--- src/rtl/bundle_pkg.sv ---
`default_nettype none
// ============================================================================
// Module      : bundle_pkg
// Description : Shared constants and helpers for the bundling counter.
// Revision    : 1.0 - initial release
// ============================================================================
package bundle_pkg;

    localparam int C_W_MIN     = 4;
    localparam int C_W_MAX     = 32;
    localparam int C_NCORE_MIN = 1;
    localparam int C_NCORE_MAX = 64;
    localparam int C_CH_W      = 2;

    function automatic int tree_levels(input int n);
        return (n <= 1) ? 0 : $clog2(n);
    endfunction

    function automatic int tree_width(input int n);
        return tree_levels(n) + 2;
    endfunction

    function automatic int tree_leaves(input int n);
        return 1 << tree_levels(n);
    endfunction

    // Nodes are stored level by level; level lvl (>=1) starts at this index.
    function automatic int level_offset(input int leaves, input int lvl);
        return leaves - (leaves >> (lvl - 1));
    endfunction

    function automatic logic [C_CH_W-1:0] map_channel(input logic st, input logic cr);
        if (!st) begin
            return 2'b00;
        end
        return cr ? 2'b11 : 2'b01;
    endfunction

endpackage
`default_nettype wire

--- src/rtl/bundle_adder_tree.sv ---
`default_nettype none
// ============================================================================
// Module      : bundle_adder_tree
// Description : Registered binary reduction of NCORE signed values with valids.
// Revision    : 1.0 - initial release
// ============================================================================
module bundle_adder_tree
    import bundle_pkg::*;
#(
    parameter int NCORE = 32,
    parameter int IW    = 2
) (
    input  logic                               clk,
    input  logic                               rst,
    input  logic                               i_flush,
    input  logic                               i_valid,
    input  logic [NCORE*IW-1:0]                i_data,
    output logic signed [tree_width(NCORE)-1:0] o_sum,
    output logic                               o_valid,
    output logic                               o_busy
);

    localparam int C_SW = tree_width(NCORE);
    localparam int C_L  = tree_levels(NCORE);
    localparam int C_P  = tree_leaves(NCORE);
    localparam int C_NN = C_P - 1;

    if (IW > C_SW) begin : g_chk_iw
        $error("bundle_adder_tree: IW wider than tree level width");
    end

    if (C_L == 0) begin : g_direct
        assign o_sum   = C_SW'(signed'(i_data[IW-1:0]));
        assign o_valid = i_valid;
        assign o_busy  = 1'b0;
    end else begin : g_levels
        logic [C_P*C_SW-1:0]  leaf;
        logic [C_NN*C_SW-1:0] node_d;
        logic [C_NN*C_SW-1:0] node_q;
        logic [C_L:1]         vld_d;
        logic [C_L:1]         vld_q;
        logic signed [C_SW-1:0] op_a;
        logic signed [C_SW-1:0] op_b;

        // Padding leaves beyond NCORE stay zero so they never disturb the sum.
        always_comb begin
            leaf   = '0;
            node_d = '0;
            op_a   = '0;
            op_b   = '0;
            for (int k = 0; k < NCORE; k++) begin
                leaf[k*C_SW +: C_SW] = C_SW'(signed'(i_data[k*IW +: IW]));
            end
            for (int i = 1; i <= C_L; i++) begin
                for (int j = 0; j < (C_P >> i); j++) begin
                    if (i == 1) begin
                        op_a = leaf[(2*j)*C_SW +: C_SW];
                        op_b = leaf[(2*j+1)*C_SW +: C_SW];
                    end else begin
                        op_a = node_q[(level_offset(C_P, i-1) + 2*j)*C_SW +: C_SW];
                        op_b = node_q[(level_offset(C_P, i-1) + 2*j + 1)*C_SW +: C_SW];
                    end
                    node_d[(level_offset(C_P, i) + j)*C_SW +: C_SW] = op_a + op_b;
                end
            end
        end

        always_comb begin
            vld_d    = '0;
            vld_d[1] = i_valid & ~i_flush;
            for (int i = 2; i <= C_L; i++) begin
                vld_d[i] = vld_q[i-1] & ~i_flush;
            end
        end

        always_ff @(posedge clk or negedge rst) begin
            if (!rst) begin
                node_q <= '0;
                vld_q  <= '0;
            end else begin
                node_q <= node_d;
                vld_q  <= vld_d;
            end
        end

        assign o_sum   = node_q[(C_NN-1)*C_SW +: C_SW];
        assign o_valid = vld_q[C_L];
        assign o_busy  = |vld_q;
    end

endmodule
`default_nettype wire

--- src/rtl/bundle_counter.sv ---
`default_nettype none
// ============================================================================
// Module      : bundle_counter
// Description : Pipelined signed bundling accumulator over NCORE result bits.
// Revision    : 1.0 - initial release
// ============================================================================
module bundle_counter
    import bundle_pkg::*;
#(
    parameter int W        = 30,
    parameter int NCORE    = 32,
    parameter int SATURATE = 1
) (
    input  logic                clk,
    input  logic                rst,
    input  logic                clear,
    input  logic                tmp_even,
    input  logic                tmp_rand_bit,
    input  logic [NCORE-1:0]    store,
    input  logic [NCORE-1:0]    core_result,
    output logic signed [W-1:0] count,
    output logic                sign_bit,
    output logic                sat_flag,
    output logic                busy
);

    localparam int C_SW = tree_width(NCORE);
    // Accumulate one bit wider than the larger operand so overflow is visible.
    localparam int C_AW = ((W > C_SW) ? W : C_SW) + 1;
    localparam logic signed [C_AW-1:0] C_MAX = C_AW'((longint'(1) << (W - 1)) - 1);
    localparam logic signed [C_AW-1:0] C_MIN = C_AW'(-(longint'(1) << (W - 1)));
    localparam logic signed [W-1:0]    C_PLUS_ONE  = W'(1);
    localparam logic signed [W-1:0]    C_MINUS_ONE = '1;

    if (W < C_W_MIN || W > C_W_MAX) begin : g_chk_w
        $error("bundle_counter: W out of range");
    end
    if (NCORE < C_NCORE_MIN || NCORE > C_NCORE_MAX) begin : g_chk_ncore
        $error("bundle_counter: NCORE out of range");
    end
    if (SATURATE != 0 && SATURATE != 1) begin : g_chk_sat
        $error("bundle_counter: SATURATE must be 0 or 1");
    end

    logic [C_CH_W*NCORE-1:0] ch_d;
    logic [C_CH_W*NCORE-1:0] ch_q;
    logic                    s0_vld_d;
    logic                    s0_vld_q;
    logic signed [C_SW-1:0]  tree_sum;
    logic                    tree_vld;
    logic                    tree_busy;
    logic signed [C_AW-1:0]  acc_sum;
    logic                    ovf_hi;
    logic                    ovf_lo;
    logic signed [W-1:0]     count_d;
    logic signed [W-1:0]     count_q;
    logic                    sat_d;
    logic                    sat_q;

    // Stage S0: a store coinciding with clear is dropped here.
    always_comb begin
        ch_d = '0;
        for (int k = 0; k < NCORE; k++) begin
            ch_d[C_CH_W*k +: C_CH_W] = map_channel(store[k], core_result[k]);
        end
        s0_vld_d = |store;
        if (clear) begin
            ch_d     = '0;
            s0_vld_d = 1'b0;
        end
    end

    always_ff @(posedge clk or negedge rst) begin
        if (!rst) begin
            ch_q     <= '0;
            s0_vld_q <= 1'b0;
        end else begin
            ch_q     <= ch_d;
            s0_vld_q <= s0_vld_d;
        end
    end

    bundle_adder_tree #(
        .NCORE (NCORE),
        .IW    (C_CH_W)
    ) u_tree (
        .clk     (clk),
        .rst     (rst),
        .i_flush (clear),
        .i_valid (s0_vld_q),
        .i_data  (ch_q),
        .o_sum   (tree_sum),
        .o_valid (tree_vld),
        .o_busy  (tree_busy)
    );

    always_comb begin
        acc_sum = C_AW'(count_q) + C_AW'(tree_sum);
        ovf_hi  = 1'b0;
        ovf_lo  = 1'b0;
        count_d = count_q;
        sat_d   = sat_q;
        if (clear) begin
            sat_d = 1'b0;
            if (!tmp_even) begin
                count_d = '0;
            end else if (tmp_rand_bit) begin
                count_d = C_MINUS_ONE;
            end else begin
                count_d = C_PLUS_ONE;
            end
        end else if (tree_vld) begin
            ovf_hi  = (acc_sum > C_MAX);
            ovf_lo  = (acc_sum < C_MIN);
            count_d = acc_sum[W-1:0];
            if (SATURATE == 1 && ovf_hi) begin
                count_d = W'(C_MAX);
            end else if (SATURATE == 1 && ovf_lo) begin
                count_d = W'(C_MIN);
            end
            sat_d = sat_q | ovf_hi | ovf_lo;
        end
    end

    always_ff @(posedge clk or negedge rst) begin
        if (!rst) begin
            count_q <= '0;
            sat_q   <= 1'b0;
        end else begin
            count_q <= count_d;
            sat_q   <= sat_d;
        end
    end

    assign count    = count_q;
    assign sign_bit = count_q[W-1];
    assign sat_flag = sat_q;
    assign busy     = s0_vld_q | tree_busy;

endmodule
`default_nettype wire

--- config.mk ---
export PLATFORM = sky130hd
export DESIGN_NAME = bundle_counter
export DESIGN_NICKNAME = d
export VERILOG_FILES = /design/src/rtl/bundle_pkg.sv /design/src/rtl/bundle_adder_tree.sv /design/src/rtl/bundle_counter.sv
export SDC_FILE = /design/constraint.sdc
export NUM_CORES = 1
export LEC_CHECK = 0
export BUFFER_PORTS_ARGS = -buffer_cell sky130_fd_sc_hd__buf_2
export CAP_MARGIN = 20
export CORE_ASPECT_RATIO = 0.8
export CORE_MARGIN = 3
export CORE_UTILIZATION = 55
export CTS_CLUSTER_DIAMETER = 100
export CTS_CLUSTER_SIZE = 16
export DETAILED_ROUTE_END_ITERATION = 10
export PLACE_DENSITY = 0.74
export SYNTH_ARGS = -nofsm -noshare
export SYNTH_HDL_FRONTEND = slang
export SYNTH_SLANG_ARGS = --single-unit
--- constraint.sdc ---
create_clock -name clk -period 5.1 [get_ports clk]
set_clock_uncertainty 0.05 [all_clocks]
set_input_delay 0.51 -clock clk [delete_from_list [all_inputs] [get_ports clk]]
set_output_delay 0.51 -clock clk [all_outputs]
set_load 0.01 [all_outputs]
==> run_results.csv, run 1 <==
group,metric,value,unit
drt,firstDrtPassIters,5,
pwr,p_sw,2.28,mW
cells_and_area,syn_to_final_growth,10.5,%
cts,clockBufferDepth,3,
timing,worst_slack,1.48,ns
timing,hold_violations,0,
drt,num_vias,7766,
logic_synthesis,ys_seq_area_frac,0.478,
global_route,antenna_found_initial,0,
timing,setup_violations,0,
critical_path,r2r-start,"u_tree.g_levels.node_q[216]$_DFF_PN0_",
critical_path,cp-startpoint,"u_tree.g_levels.node_q[216]$_DFF_PN0_",
cts,cts_setup_buffers,0,
flow_run,cap_viol_max_count,0,
pwr,ir_drop,233,uV
logic_synthesis,ys_top_cells_by_area,"dfrtp_1 48%, ha_1 11%, fa_1 9.9%",
logic_synthesis,avgSynthCellArea,11.8,um^2
die,rows,49,
timing,post-route-period-util,0.710,
logic_synthesis,synth_area,0.0129,mm^2
cells_and_area,fillers,1780,
cts,cts_resized,0,
place,place_ws,1.53,ns
critical_path,crit_arrival,3.95,ns
drt,remaining_drc_errors,0,
cells_and_area,drive_gt1_frac,0.134,
pwr,clock_power_share,0.205,
cells_and_area,regArea,0.00616,mm^2
pwr,leakage,7.11,nW
timing,max_freq,0.276,GHz
logic_synthesis,synth_top_flop_cell,"dfrtp_1",
critical_path,r2r_slack,1.48,ns
critical_path,setup.worst_path.class,"flop to flop",
drt,routed_via_density,5.17,
logic_synthesis,synth.net_count,1333,
cells_and_area,mostFrequentLayoutCells,"246 x dfrtp_1, 184 x inv_1, 112 x ha_1, 100 x buf_2, 64 x fa_1",
global_route,grt_max_degree,151,
cts,cts_hold_buf,1,
critical_path,r2r-end,"count[23]$_DFFE_PN0P_",
global_route,grt_pass1_vias,7982,
die,fp.dieW,177,um
pwr,p_int,4.14,mW
cts,clk_latency,0.49,ns
die,start_util,0.566,
timing,layout_min_cycle_time,3.62,ns
timing,rsz0062_at_grt,"no",
drt,ant_nets,0,
critical_path,worstSetupStartpointType,"flop",
timing,finalMaxSlewViolations,0,
cts,clkSinkCount,246,
die,die_y,143,um
pwr,seqPwrFrac,0.397,
die,coreArea,0.0227,mm^2
critical_path,crit_end,"count[23]$_DFFE_PN0P_",
critical_path,critical_path.max_fanout,24,
critical_path,crit_required,5.43,ns
cells_and_area,layout.nets,1440,
timing,fin_tns_setup,0,ns
logic_synthesis,synth_edf_count,0,
min_path,hold_path_class,"input port to flop",
global_route,grt_remaining_overflow,0,
place,gp_routability_congestion,0.928,
drt,drt-initial-drc-count,517,
logic_synthesis,synth_top_area_share,0.478,
pwr,p_sw_frac,0.356,
cts,htree_levels,1,
critical_path,endpoint_kind,"flop",
timing,relSlewSlack,0.370,
logic_synthesis,synth_seq_cells,246,
cts,cts_tree,"done",
cells_and_area,final_common_cell,"dfrtp_1",
place,io_buffer_count,101,
logic_synthesis,synthArstFlopShare,1.00,
logic_synthesis,synth_cell_types,69,
status,status,"finished clean",
global_route,gr-usage-all-layers,0.181,
drt,wirelength,21.6,mm
timing,worst_pin_slew,0.945,ns
cts,cts.root.buffer_cell,"clkbuf_16",
die,top_level_ports,102,
drt,wl_per_cell,14.4,um
logic_synthesis,synth_area_leader_cell,"dfrtp_1",
logic_synthesis,yosys_warnings,0,
cts,numCtsBuffers,19,
cells_and_area,diodes,0,
pwr,power_density,451,mW/mm^2
cells_and_area,multi_input_area,0.00592,mm^2
die,design.die.area,0.0253,mm^2
global_route,grt_pass1_wl,37.8,mm
pwr,combinationalPowerShare,0.399,
place,dp_hpwl,16.2,mm
logic_synthesis,syn_inst,1088,
critical_path,r2r_cells,10,
cts,clk_transition_reported_paths,0.07,ns
critical path, stage by stage, from the launching register on:
cell and delay (ns):
dfrtp_1 0.96, ha_1 0.48, a21oi_1 0.23, o21ai_1 0.12
a21o_1 0.20, a41oi_4 0.34, o22a_1 0.27, o41a_1 0.18
o21ai_2 0.14, buf_8 0.21, a311o_1 0.32
layout make-up:
cell class	count	area share
inverters	184	0.0485
repair buffers	107	0.0415
multi-input cells	637	0.416
flip-flops and latches	246	0.432
clock buffers	19	0.0334
well taps	306	0.0269
clock inverters	3	0.00167
power groups by stage:
stage                     Sequential, mW  Clock (mW)  Combinational [mW]
final                               2.55        1.31                2.56
after global routing                2.59        1.43                2.92
after CTS                           2.55        1.36                2.57
after detailed placement            2.58           0                2.55
after global placement              2.58           0                2.50
after floorplan                     2.52           0                2.03
kinds of logic after synthesis:
logic type               Yosys count  synth area share
flip-flops                       246             0.478
AND/OR/NAND/NOR                  181            0.0791
buffers and inverters            205            0.0630
XOR/XNOR                          56            0.0381
multiplexers                       9           0.00777
adder cells (fa/ha/maj)          176             0.208
AO/OA/AOI/OAI                    215             0.126
flip-flops by register name (all words and copies together), names as in the netlist:
register	flops
ch_q	64
u_tree.g_levels.vld_q	5
sat_flag	1
u_tree.g_levels.node_q	145
s0_vld_q	1
count	30
how the worst min path moves through the flow:
stage                                               from                                    end  slack, ns  cells past startpoint
finish                                    core_result[9]                     ch_q[19]$_DFF_PN0_       0.16                      2
global route                             core_result[22]                     ch_q[45]$_DFF_PN0_       0.15                      2
floorplan                                            rst                      ch_q[0]$_DFF_PN0_       0.16                      0
detailed placement                    ch_q[10]$_DFF_PN0_   u_tree.g_levels.node_q[14]$_DFF_PN0_       0.40                      1
global placement    u_tree.g_levels.node_q[91]$_DFF_PN0_  u_tree.g_levels.node_q[154]$_DFF_PN0_       0.40                      1
CTS                                       core_result[2]                      ch_q[5]$_DFF_PN0_       0.15                      2
layer usage:
metal	track usage	vias to the layer above	part of all wire
li1	-	3785	-
met1	0.267	3830	0.48
met2	0.292	126	0.47
met3	0.0239	25	0.036
met4	0.0380	0	0.017
met5	0	-	0
per-stage QoR:
step / total power, mW / instance area, um^2 / instances / hold slack, ns / utilization
floorplan: 4.55 / 12900 / 1088 / 0.164 / -
global placement: 5.07 / 13700 / 1477 / 0.400 / 0.602
detailed placement: 5.13 / 13700 / 1479 / 0.401 / 0.604
CTS: 6.48 / 14200 / 1502 / 0.151 / 0.626
global route: 6.94 / 14200 / 1502 / 0.153 / 0.626
finish: 6.42 / 14200 / 1502 / 0.165 / 0.626
cell usage after synthesis (9+ instances only):
cell type and instances:
inv_1 184, o21ai_0 29, fa_1 64, a221o_1 25, clkbuf_1 9, xnor2_1 38
xor2_1 18, o21bai_1 16, and2_1 36, nor2_1 28, a21o_1 27, a21oi_1 54
nand2_1 24, nor2b_1 40, dfrtp_1 246, ha_1 112, nor4_1 9
No activity file was read; power rests on OpenSTA's default activity.
==> run 2: changes to the inputs <==
==> constraint.sdc (replaced) <==
create_clock -name clk -period 3.7 [get_ports clk]
set_clock_uncertainty 0.05 [all_clocks]
set_input_delay 0.37 -clock clk [delete_from_list [all_inputs] [get_ports clk]]
set_output_delay 0.37 -clock clk [all_outputs]
set_load 0.01 [all_outputs]
==> run 2 against run 1 <==
  * Core utilization rose by 0.32 points
  * Worst setup slack got worse by 0.93 ns
  * Non-clock buffer count rose by 9
  * Critical path depth did not move
  * Wire length rose by 3.3%
  * Cell count rose by 0.60%
  * Flip-flop and latch count did not move
  * First-iteration DRC count rose by 1.2%
  * Design area rose by 0.51%
  * Combinational power rose by 44%
  * Total power rose by 39%
  * Via count rose by 1.0%
  * Critical endpoint is now count[25]$_DFFE_PN0P_
==> run_results.csv, run 2 (synthesis gave the netlist of run 1 again) <==
group,metric,value,unit
critical_path,crit_arrival,3.54,ns
global_route,grt_pass1_wl,37.8,mm
pwr,seqPwrFrac,0.387,
drt,firstDrtPassIters,5,
drt,routed_via_density,5.19,
pwr,p_int,5.76,mW
global_route,grt_pass1_vias,7864,
cells_and_area,final_common_cell,"dfrtp_1",
pwr,p_sw_frac,0.356,
pwr,clock_power_share,0.202,
status,status,"finished clean",
cells_and_area,diodes,0,
drt,num_vias,7845,
timing,setup_violations,0,
critical_path,r2r-start,"u_tree.g_levels.node_q[216]$_DFF_PN0_",
drt,remaining_drc_errors,0,
critical_path,critical_path.max_fanout,24,
critical_path,r2r_cells,10,
pwr,p_sw,3.19,mW
cells_and_area,largest_register_ffs,145,
global_route,grt_remaining_overflow,0,
flow_run,cap_viol_max_count,0,
place,place_ws,0.283,ns
pwr,combinationalPowerShare,0.411,
cts,cts_tree,"done",
critical_path,crit_end,"count[25]$_DFFE_PN0P_",
drt,wl_per_cell,14.8,um
cells_and_area,drive_gt1_frac,0.139,
timing,rsz0062_at_grt,"no",
timing,fin_tns_setup,0,ns
cts,clkSinkCount,246,
cells_and_area,mostFrequentLayoutCells,"246 x dfrtp_1, 184 x inv_1, 112 x ha_1, 100 x buf_2, 64 x fa_1",
global_route,antenna_found_initial,0,
die,top_level_ports,102,
cts,numCtsBuffers,19,
timing,finalMaxSlewViolations,0,
cts,cts.root.buffer_cell,"clkbuf_16",
timing,post-route-period-util,0.853,
critical_path,setup.worst_path.class,"flop to flop",
critical_path,r2r-end,"count[25]$_DFFE_PN0P_",
critical_path,crit_required,4.08,ns
global_route,gr-usage-all-layers,0.183,
die,fp.dieW,177,um
global_route,grt_max_degree,99,
timing,worst_slack,0.544,ns
timing,hold_violations,0,
global_route,grt_use_met2,0.295,
critical_path,cp-startpoint,"u_tree.g_levels.node_q[216]$_DFF_PN0_",
timing,layout_min_cycle_time,3.16,ns
critical_path,r2r_slack,0.54,ns
die,design.die.area,0.0253,mm^2
critical_path,path_cells,"buf_12, ha_1, and2_1, nand4_1, nor3_1, a21boi_2, nor3_2, nor3_4, buf_8, a311o_1",
critical_path,slowest_stage,"nor3_4",
place,io_buffer_count,101,
timing,max_freq,0.317,GHz
die,rows,49,
place,dp_hpwl,16.8,mm
cts,htree_levels,1,
cts,clockBufferDepth,3,
cells_and_area,syn_to_final_growth,11.1,%
cts,clk_latency,0.50,ns
timing,worst_pin_slew,0.737,ns
min_path,hold_path_class,"input port to flop",
critical_path,slowest_delay,0.46,ns
global_route,gr-usage-met1,0.268,
drt,ant_nets,0,
pwr,leakage,7.17,nW
timing,relSlewSlack,0.508,
critical_path,worstSetupStartpointType,"flop",
critical_path,endpoint_kind,"flop",
cells_and_area,layout.nets,1449,
drt,wirelength,22.3,mm
global_route,grt.met3_usage,0.0268,
pwr,power_density,625,mW/mm^2
pwr,ir_drop,421,uV
die,start_util,0.566,
die,coreArea,0.0227,mm^2
cts,clk_transition_reported_paths,0.07,ns
die,die_y,143,um
global_route,top_usage_layer,"met2",
drt,drt-initial-drc-count,523,
cells_and_area,top_register,"u_tree.g_levels.node_q",
place,gp_routability_congestion,0.920,
-- run 2: cell count changes in the layout (fill, tap and decap cells not counted) --
cell,change
clkinvlp_4,-2
buf_4,+9
clkbuf_1,+1
buf_12,+1
buf_8,-1
inv_8,+1
-- run 2: layout make-up --
class / instances / area (um^2)
well taps: 306 / 383
clock inverters: 2 / 20.0
fillers: 1759 / 8440
inverters: 184 / 691
repair buffers: 116 / 663
multi-input cells: 637 / 5920
clock buffers: 20 / 479
flip-flops and latches: 246 / 6160
-- run 2: what timing repair did --
action,4_1_cts,5_1_grt
resized for setup,0,0
hold endpoints to repair,94,0
hold buffers,1,0
endpoints found under the setup margin,0,0
buffers inserted,0,0
-- run 2: worst min path at each step --
stage	from	to	slack [ns]	cells after the start
floorplan	rst	ch_q[0]$_DFF_PN0_	0.02	0
global placement	rst	count[14]$_DFFE_PN0P_	0.39	1
detailed placement	rst	count[14]$_DFFE_PN0P_	0.40	1
CTS	core_result[14]	ch_q[29]$_DFF_PN0_	0.007	2
global route	core_result[14]	ch_q[29]$_DFF_PN0_	0.009	2
finish	core_result[14]	ch_q[29]$_DFF_PN0_	0.03	2
-- run 2: layer usage --
layer	vias up	share of wire
met2	169	0.45
li1	3799	-
met5	-	0
met3	35	0.045
met4	0	0.022
met1	3842	0.48
-- run 2: power groups by stage --
| stage | sequential (mW) | clock (mW) | combinational [mW] |
|---|---|---|---|
| global placement | 3.51 | 0 | 3.57 |
| CTS | 3.48 | 1.88 | 3.68 |
| global route | 3.52 | 1.98 | 4.17 |
| floorplan | 3.47 | 0 | 2.80 |
| finish | 3.47 | 1.81 | 3.68 |
| detailed placement | 3.52 | 0 | 3.65 |
-- run 2: critical path, delay by kind of cell, from the launching register on --
family	cells	cell delay, ns
AND/OR/NAND/NOR	5	1.30
AO/OA/AOI/OAI	2	0.55
buffers and inverters	2	0.42
flip-flops	1	0.39
adder cells (fa/ha/maj)	1	0.37
-- run 2: metrics by stage --
step | util | power, mW | cells | hold slack, ns | cell area (um^2)
CTS | 0.628 | 9.04 | 1510 | 0.00685 | 14300
finish | 0.629 | 8.95 | 1511 | 0.0328 | 14300
global placement | 0.606 | 7.07 | 1487 | 0.394 | 13800
floorplan | - | 6.27 | 1088 | 0.0244 | 12900
detailed placement | 0.606 | 7.17 | 1487 | 0.401 | 13800
global route | 0.629 | 9.67 | 1511 | 0.00926 | 14300
